--- src/rtl/maroc_sc_pkg.sv ---
// maroc_sc_pkg: shared constants and state encoding for the MAROC slow-control readback.
package maroc_sc_pkg;
  localparam int FRAME_LEN = 829;
  localparam int IDX_W = 10;
  localparam int CNT_W = 10;
  localparam int TIMEOUT_CYCLES = 64;
  localparam int TMR_W = $clog2(TIMEOUT_CYCLES);
  localparam logic [15:0] CRC16_POLY = 16'h1021;
  localparam logic [15:0] CRC16_INIT = 16'hFFFF;
  typedef enum logic [1:0] {IDLE = 2'd0, CAPTURE = 2'd1, DONE = 2'd2, TIMEOUT = 2'd3} state_e;
endpackage

--- src/rtl/maroc_sc_crc16.sv ---
// maroc_sc_crc16: serial CRC-16-CCITT, one bit per enabled cycle, MSB-first shift, no reflection.
module maroc_sc_crc16
  import maroc_sc_pkg::*;
(
  input  logic        clk_in,
  input  logic        reset_in,
  input  logic        init,
  input  logic        en,
  input  logic        din,
  output logic [15:0] crc
);
  logic [15:0] crc_q, crc_d;
  always_comb
    crc_d = init ? CRC16_INIT :
            en   ? ({crc_q[14:0], 1'b0} ^ ((crc_q[15] ^ din) ? CRC16_POLY : 16'h0000)) : crc_q;
  always_ff @(posedge clk_in)
    if (reset_in) crc_q <= '0;
    else crc_q <= crc_d;
  assign crc = crc_q;
endmodule

--- src/rtl/maroc_sc_readback.sv ---
// maroc_sc_readback: captures the MAROC Q_SC return stream and compares it bit-by-bit with a snapshot.
// Optional CRC-16 over captured bits enabled by defining SC_READBACK_CRC_EN.
module maroc_sc_readback
  import maroc_sc_pkg::*;
(
  input  logic                 clk_in,
  input  logic                 reset_in,
  input  logic                 start_in,
  input  logic                 ck_sc_in,
  input  logic                 q_sc_in,
  input  logic [FRAME_LEN-1:0] expected_in,
  output logic [FRAME_LEN-1:0] frame_out,
  output logic [IDX_W-1:0]     bit_cnt_out,
  output logic [CNT_W-1:0]     err_count_out,
  output logic [IDX_W-1:0]     first_err_idx_out,
  output logic                 match_out,
  output logic                 done_out,
  output logic                 timeout_out,
  output logic [15:0]          crc_out,
  output logic [1:0]           state_out
);
  state_e               state_q, state_d;
  logic                 ck_q;
  logic [FRAME_LEN-1:0] snap_q, snap_d, frame_q, frame_d;
  logic [IDX_W-1:0]     bit_cnt_q, bit_cnt_d, first_q, first_d;
  logic [CNT_W-1:0]     err_q, err_d;
  logic [TMR_W-1:0]     tmr_q, tmr_d;
  logic                 rise, start_ok, cap_en;
  assign rise     = ck_sc_in & ~ck_q;
  assign start_ok = start_in && (state_q != CAPTURE);
  assign cap_en   = (state_q == CAPTURE) && rise;
  always_comb begin
    state_d   = state_q;
    snap_d    = snap_q;
    frame_d   = frame_q;
    bit_cnt_d = bit_cnt_q;
    first_d   = first_q;
    err_d     = err_q;
    tmr_d     = tmr_q;
    if (start_ok) begin
      state_d   = CAPTURE;
      snap_d    = expected_in;
      frame_d   = '0;
      bit_cnt_d = '0;
      first_d   = '1;
      err_d     = '0;
      tmr_d     = '0;
    end else if (cap_en) begin
      frame_d[bit_cnt_q] = q_sc_in;
      bit_cnt_d = bit_cnt_q + 1'b1;
      tmr_d     = '0;
      if (q_sc_in != snap_q[bit_cnt_q]) begin
        err_d   = err_q + CNT_W'(err_q != '1);
        first_d = (err_q == '0) ? bit_cnt_q : first_q;
      end
      if (bit_cnt_q == IDX_W'(FRAME_LEN - 1)) state_d = DONE;
    end else if (state_q == CAPTURE) begin
      tmr_d = tmr_q + 1'b1;
      if (tmr_q == TMR_W'(TIMEOUT_CYCLES - 1)) state_d = TIMEOUT;
    end
  end
  always_ff @(posedge clk_in)
    if (reset_in) begin
      state_q   <= IDLE;
      ck_q      <= 1'b0;
      snap_q    <= '0;
      frame_q   <= '0;
      bit_cnt_q <= '0;
      first_q   <= '1;
      err_q     <= '0;
      tmr_q     <= '0;
    end else begin
      state_q   <= state_d;
      ck_q      <= ck_sc_in;
      snap_q    <= snap_d;
      frame_q   <= frame_d;
      bit_cnt_q <= bit_cnt_d;
      first_q   <= first_d;
      err_q     <= err_d;
      tmr_q     <= tmr_d;
    end
  assign frame_out         = frame_q;
  assign bit_cnt_out       = bit_cnt_q;
  assign err_count_out     = err_q;
  assign first_err_idx_out = first_q;
  assign state_out         = state_q;
  assign match_out         = (state_q == DONE) && (err_q == '0);
  assign done_out          = (state_q == DONE) || (state_q == TIMEOUT);
  assign timeout_out       = state_q == TIMEOUT;
`ifdef SC_READBACK_CRC_EN
  maroc_sc_crc16 u_crc (
    .clk_in  (clk_in),
    .reset_in(reset_in),
    .init    (start_ok),
    .en      (cap_en),
    .din     (q_sc_in),
    .crc     (crc_out)
  );
`else
  assign crc_out = 16'h0000;
`endif
endmodule
--- config.mk ---
export PLATFORM = sky130hd
export DESIGN_NAME = maroc_sc_readback
export DESIGN_NICKNAME = d
export VERILOG_FILES = /design/src/rtl/maroc_sc_pkg.sv /design/src/rtl/maroc_sc_crc16.sv /design/src/rtl/maroc_sc_readback.sv
export SDC_FILE = /design/constraint.sdc
export NUM_CORES = 2
export LEC_CHECK = 0
export ABC_AREA = 1
export BUFFER_PORTS_ARGS = -buffer_cell sky130_fd_sc_hd__buf_2
export CAP_MARGIN = 10
export CORE_AREA = 3 3 674 676
export CTS_CLUSTER_SIZE = 16
export DETAILED_ROUTE_END_ITERATION = 8
export DIE_AREA = 0 0 677 679
export PLACE_DENSITY_LB_ADDON = 0.12
export SLEW_MARGIN = 30
export SYNTH_ARGS = -nofsm -noshare
export SYNTH_HDL_FRONTEND = slang
export SYNTH_SLANG_ARGS = --single-unit
--- constraint.sdc ---
create_clock -name clk_in -period 5.7 [get_ports clk_in]
set_input_delay 0.855 -clock clk_in [delete_from_list [all_inputs] [get_ports clk_in]]
set_output_delay 0.855 -clock clk_in [all_outputs]
set_load 0.1 [all_outputs]
---- Word-level counts from Yosys, hierarchy flattened ----
Cells that the tools add are included.
cells by class
  reductions and logical operators ........ 16
  add/subtract/negate cells ............... 3
  order comparisons ....................... 2
  multiplexer cells ....................... 10
  bitwise gates (word level) .............. 2
  eq/ne operators ......................... 10
operator list
  operator                                                                              number
  829-bit bitwise mux                                                                   1
  10-bit by 11-bit < comparator with 1-bit output, second input constant                1
  10-bit by 1-bit adder with 10-bit output                                              1
  10-bit by 1-bit adder with 10-bit output, second input constant                       1
  1-bit binary-select mux with 10-bit select                                            1
  1-bit demux with 10-bit select                                                        1
  10-bit equality test, second input constant                                           1
  10-bit by 1-bit greater-or-equal comparator with 1-bit output, second input constant  1
  10-bit logical NOT                                                                    1
  10-bit != test, second input constant                                                 1
  3-bit AND reduction                                                                   3
  2-bit two-way mux                                                                     4
  6-bit by 1-bit adder with 6-bit output, second input constant                         1
  6-bit equality test, second input constant                                            1
  3-bit nonzero test                                                                    2
  2-bit equality test, second input constant                                            2
  1-bit logical AND                                                                     4
  2-bit by 1-bit != test with 1-bit output, second input constant                       2
  2-bit nonzero test                                                                    2
  1-bit two-way mux                                                                     3
  3-bit by 2-bit != test with 1-bit output, second input constant                       1
  3-bit OR reduction                                                                    1
  2-bit by 1-bit equality test with 1-bit output, second input constant                 1
  2-bit AND reduction                                                                   1
  other kinds (5)                                                                       5
storage, ports and cells
  output and inout bits ................... 880
  word-level logic and storage cells ...... 52
  bits in registers ....................... 1,697
  bits of input ports ..................... 834

---- Longest topological paths before layout ----
  depth after elaboration ................. 5
  gate-level depth with buffers ........... 22
  mapped depth without buffers ............ 19

---- Worst setup path before layout ----
No wires, ideal clock.
  kind .................................... register -> output
  start ................................... register err_q[4], in the netlist err_count_out[4]
  end ..................................... output match_out
  required time ........................... 4.845 ns
  buffers on the path ..................... 0
  stages on the path, launching flop included .. 7
  arrival time ............................ 3.409 ns
  path slack .............................. 1.436 ns
  cells stage by stage .................... dfxtp_1 -> inv_1 -> nand3_1 -> nor3_1 -> and2_1 -> inv_1 -> nor3_1
between the ends
  word-level cells in the longest chain between the ends .. 2
ends and longest elaborated chain
  what                      RTL line                 source
  start: declaration        maroc_sc_readback.sv:26  logic [CNT_W-1:0] err_q, err_d;
  start signal: assignment  maroc_sc_readback.sv:79  err_q <= err_d;
  10-bit logical NOT        maroc_sc_readback.sv:87  assign match_out = (state_q == DONE) && (err_q == '0);
  1-bit logical AND         maroc_sc_readback.sv:87
  end: declaration          maroc_sc_readback.sv:16  output logic match_out,
No other way between the ends.

---- Worst setup path after layout ----
  start ................................... register bit_cnt_q[1], in the netlist bit_cnt_out[1]
  end ..................................... register first_q[2], in the netlist first_err_idx_out[2]
between the ends
  word-level cells in the longest chain between the ends .. 4
ends and longest elaborated chain
  what                                        RTL line                 source
  start: declaration                          maroc_sc_readback.sv:25  logic [IDX_W-1:0] bit_cnt_q, bit_cnt_d, first_q, first_d;
  start signal: assignment                    maroc_sc_readback.sv:77  bit_cnt_q <= bit_cnt_d;
  1-bit binary-select mux with 10-bit select  maroc_sc_readback.sv:52  if (q_sc_in != snap_q[bit_cnt_q]) begin
  1-bit two-way mux (implied by the code)     maroc_sc_readback.sv:52
  1-bit != test                               maroc_sc_readback.sv:52
  3-bit AND reduction (no source line)        -
  end signal: assignment                      maroc_sc_readback.sv:78  first_q <= first_d;
  end: declaration                            maroc_sc_readback.sv:25
No other way between the ends. The select of a mux whose other input is x is not followed.
A chain may end at the register's enable or synchronous reset.

==> results.toml <==
[logic_synthesis]
netlist_area_sq_mm = 0.0695
synthTopCellsByArea = "dfxtp_1, a21oi_1, a311oi_1"
synth_warnings = 0
synth_area_leader_cell = "dfxtp_1"
synth_ff_type = "dfxtp_1"
seq_area_frac_synth_pct = 48.8
ys_seq_elements = 1697
ys_async_sr_fraction_pct = 0
synth_edf_count = 0
postSynthCellCount = 8889
synthDistinctLibCells = 38
netlist.area_leader.share_pct = 48.8
syn_area_per_cell_sq_um = 7.82

[final_layout]
final_nets = 10900
mostFrequentLayoutCells = "buf_2, dfxtp_1, a21oi_1"
layout_commonest_cell = "buf_2"
drive_gt1_share_pct = 22.8
syn2layout_area_growth_pct = 32.2

[clock_network]
cts_setup_buffers = 0
cts_buffer_depth = 4
htree_levels = 4
hold_buffers = 0
root_buffer = "clkbuf_16"
worstSkewPairLatency_ns = 0.94
clkSlewWorstSetupHoldPaths_ns = 0.06
cts_sinks = 1697
cts_tree = "built"
cts_resized = 0
numCtsBuffers = 220

[power]
seqPwrFrac_pct = 42.7
p_per_area_mw_per_mm2 = 318
p_sw_mw = 7.99
p_comb_share_pct = 9.1
p_int_mw = 21.3
power.total_mw = 29.3
sw_frac_of_total_pct = 27.3
power_frac_clock_pct = 48.2
vdd_drop_max_v = 0.000235
p_leak_nw = 37.0

[global_routing]
antenna_found_initial = 62
grt_pass1_vias = 69100
grt_pass1_wl_mm = 589
grt_usage_pct = 18.0
grt_max_degree = 211
grt_overflow_total = 0

[worst_hold_path]
min_path_type = "in2reg"

[drt]
drc = 0
post_drt_wl_per_cell_um = 26.9
postRouteAntennaNets = 0
wl_mm = 436
dr.pass1.iters = 5
drtIter0Drc = 5311
avgViaCountPerCell = 4.35
num_vias = 70600

[die]
coreArea_sq_mm = 0.449
die_h_um = 679
initial_core_util_pct = 15.5
dieArea_sq_mm = 0.460
die_w_um = 677
ioPinCount = 1714
fp-row-count = 246

[setup_path]
startpoint_type = "flop"
crit_arrival_ns = 5.22
path_max_fanout = 88
cp.required_ns = 6.38
cp-end-kind = "flop"
rrSetupSlack_ns = 1.17
path_class = "reg2reg"

[timing]
hold_viol_final = 0
skew_ns = 0.108
finalCriticalPeriod_ns = 4.53
worst_pin_slew_ns = 0.990
grt_setup_unrepaired = "false"
relSlewSlack_pct = 34.0
fmax_mhz = 221
fin_crit_sh_pct = 79.6
slew_violations = 0
tns_ns = 0
setup_violations = 0

[job]
cap_violations = 0

[status]
outcome = "finished clean"

[placed_design]
portBuffers = 1697
finalWeightedCongestion = 0.808
dpl.hpwl_mm = 311
[metal layers]
| metal | track usage, % | part of all wire [%] |
|---|---|---|
| met3 | 4.02 | 6.4 |
| met4 | 7.48 | 4.4 |
| met2 | 30.0 | 47 |
| met5 | 0 | 0.039 |
| met1 | 22.5 | 42 |
[Yosys cell counts, types with 2 or more instances]
master and n:
a21oi_1 1503, a311oi_1 805, buf_1 10, buf_2 142, buf_4 43, buf_6 9, clkbuf_1 752, clkinv_1 2
dfxtp_1 1697, ha_1 7, inv_1 662, inv_2 10, nand2_1 1258, nand3_1 259, nand3_4 2, nand4_1 11
nor2_1 618, nor2_2 4, nor2_4 3, nor3_1 19, nor3_2 4, nor3_4 2, nor3b_1 2, nor4_1 2
o211ai_1 115, o21ai_0 905, o21ai_1 23, xnor2_1 2, xor2_1 9
[final timing paths]
kind                                                  start                           endpoint  depth (start not counted)
worst max-delay path            bit_cnt_out[1]$_SDFFE_PP0P_  first_err_idx_out[2]$_SDFFE_PP1P_                         18
worst max register to register  bit_cnt_out[1]$_SDFFE_PP0P_  first_err_idx_out[2]$_SDFFE_PP1P_                         18
worst min register to register     snap_q[462]$_SDFFE_PP0P_           snap_q[462]$_SDFFE_PP0P_                          2
worst min-delay path                       expected_in[662]           snap_q[662]$_SDFFE_PP0P_                          3
[power groups by stage]
stage / Sequential [mW] / Clock (mW) / Combinational, mW
after floorplan: 12.7 / 0 / 1.51
after global placement: 12.7 / 0 / 2.71
after detailed placement: 12.7 / 0 / 2.71
after CTS: 12.5 / 14.6 / 2.72
after global routing: 12.5 / 15.0 / 2.96
final: 12.5 / 14.1 / 2.67
[stage by stage]
stage | util [%] | hold WS [ns] | area, sq um | worst slack (ns) | cells
6_report | 20.5 | 0.206 | 91900 | 1.17 | 16200
5_1_grt | 20.5 | 0.147 | 91900 | 0.702 | 16200
4_1_cts | 20.4 | 0.0891 | 91700 | 0.969 | 16200
3_5_place_dp | 18.8 | 0.443 | 84600 | 1.06 | 15800
3_3_place_gp | 18.8 | 0.439 | 84200 | 0.964 | 15800
2_1_floorplan | - | 0.422 | 69600 | 1.44 | 8904
[kinds of logic after synthesis]
kind of cell / synth area share [%]
buffers and inverters: 9.41
and+or+nand+nor: 12.6
xor gates and xnor gates: 0.139
DFF: 48.8
adders and majority gates: 0.126
other: 0.00539
AOI/OAI and AO/OA: 28.9
[critical path: stages (launching register included)]
cell and delay, ns:
dfxtp_4 0.68, inv_8 0.26, buf_12 0.33, nand3_1 0.31, nand2_1 0.08, nand2_1 0.06
nand2_1 0.06, nor2_1 0.14, nand2_1 0.14, nand2_1 0.11, nand2_1 0.10, o21ai_1 0.57
nand2_1 0.20, nor2_4 0.19, nand2_2 0.08, nand2_4 0.13, nand4_2 0.28, nand2_1 0.16
nand3_1 0.10
[layout make-up]
type	instances	area, sq um
fillers	50400	357000
flip-flops and latches	1697	34000
multi-input cells	5575	29600
repair buffers	1898	11100
well taps	5952	7450
clock buffers	338	6570
inverters	675	2580
clock inverters	56	589
diodes	35	87.6
[sequential cells by signal, indices dropped and copies added, names as in the netlist]
register and cells:
state_out 2, snap_q 829, err_count_out 10, tmr_q 6, first_err_idx_out 10, ck_q 1, bit_cnt_out 10, frame_out 829
Power figures use the tool's default switching activity.
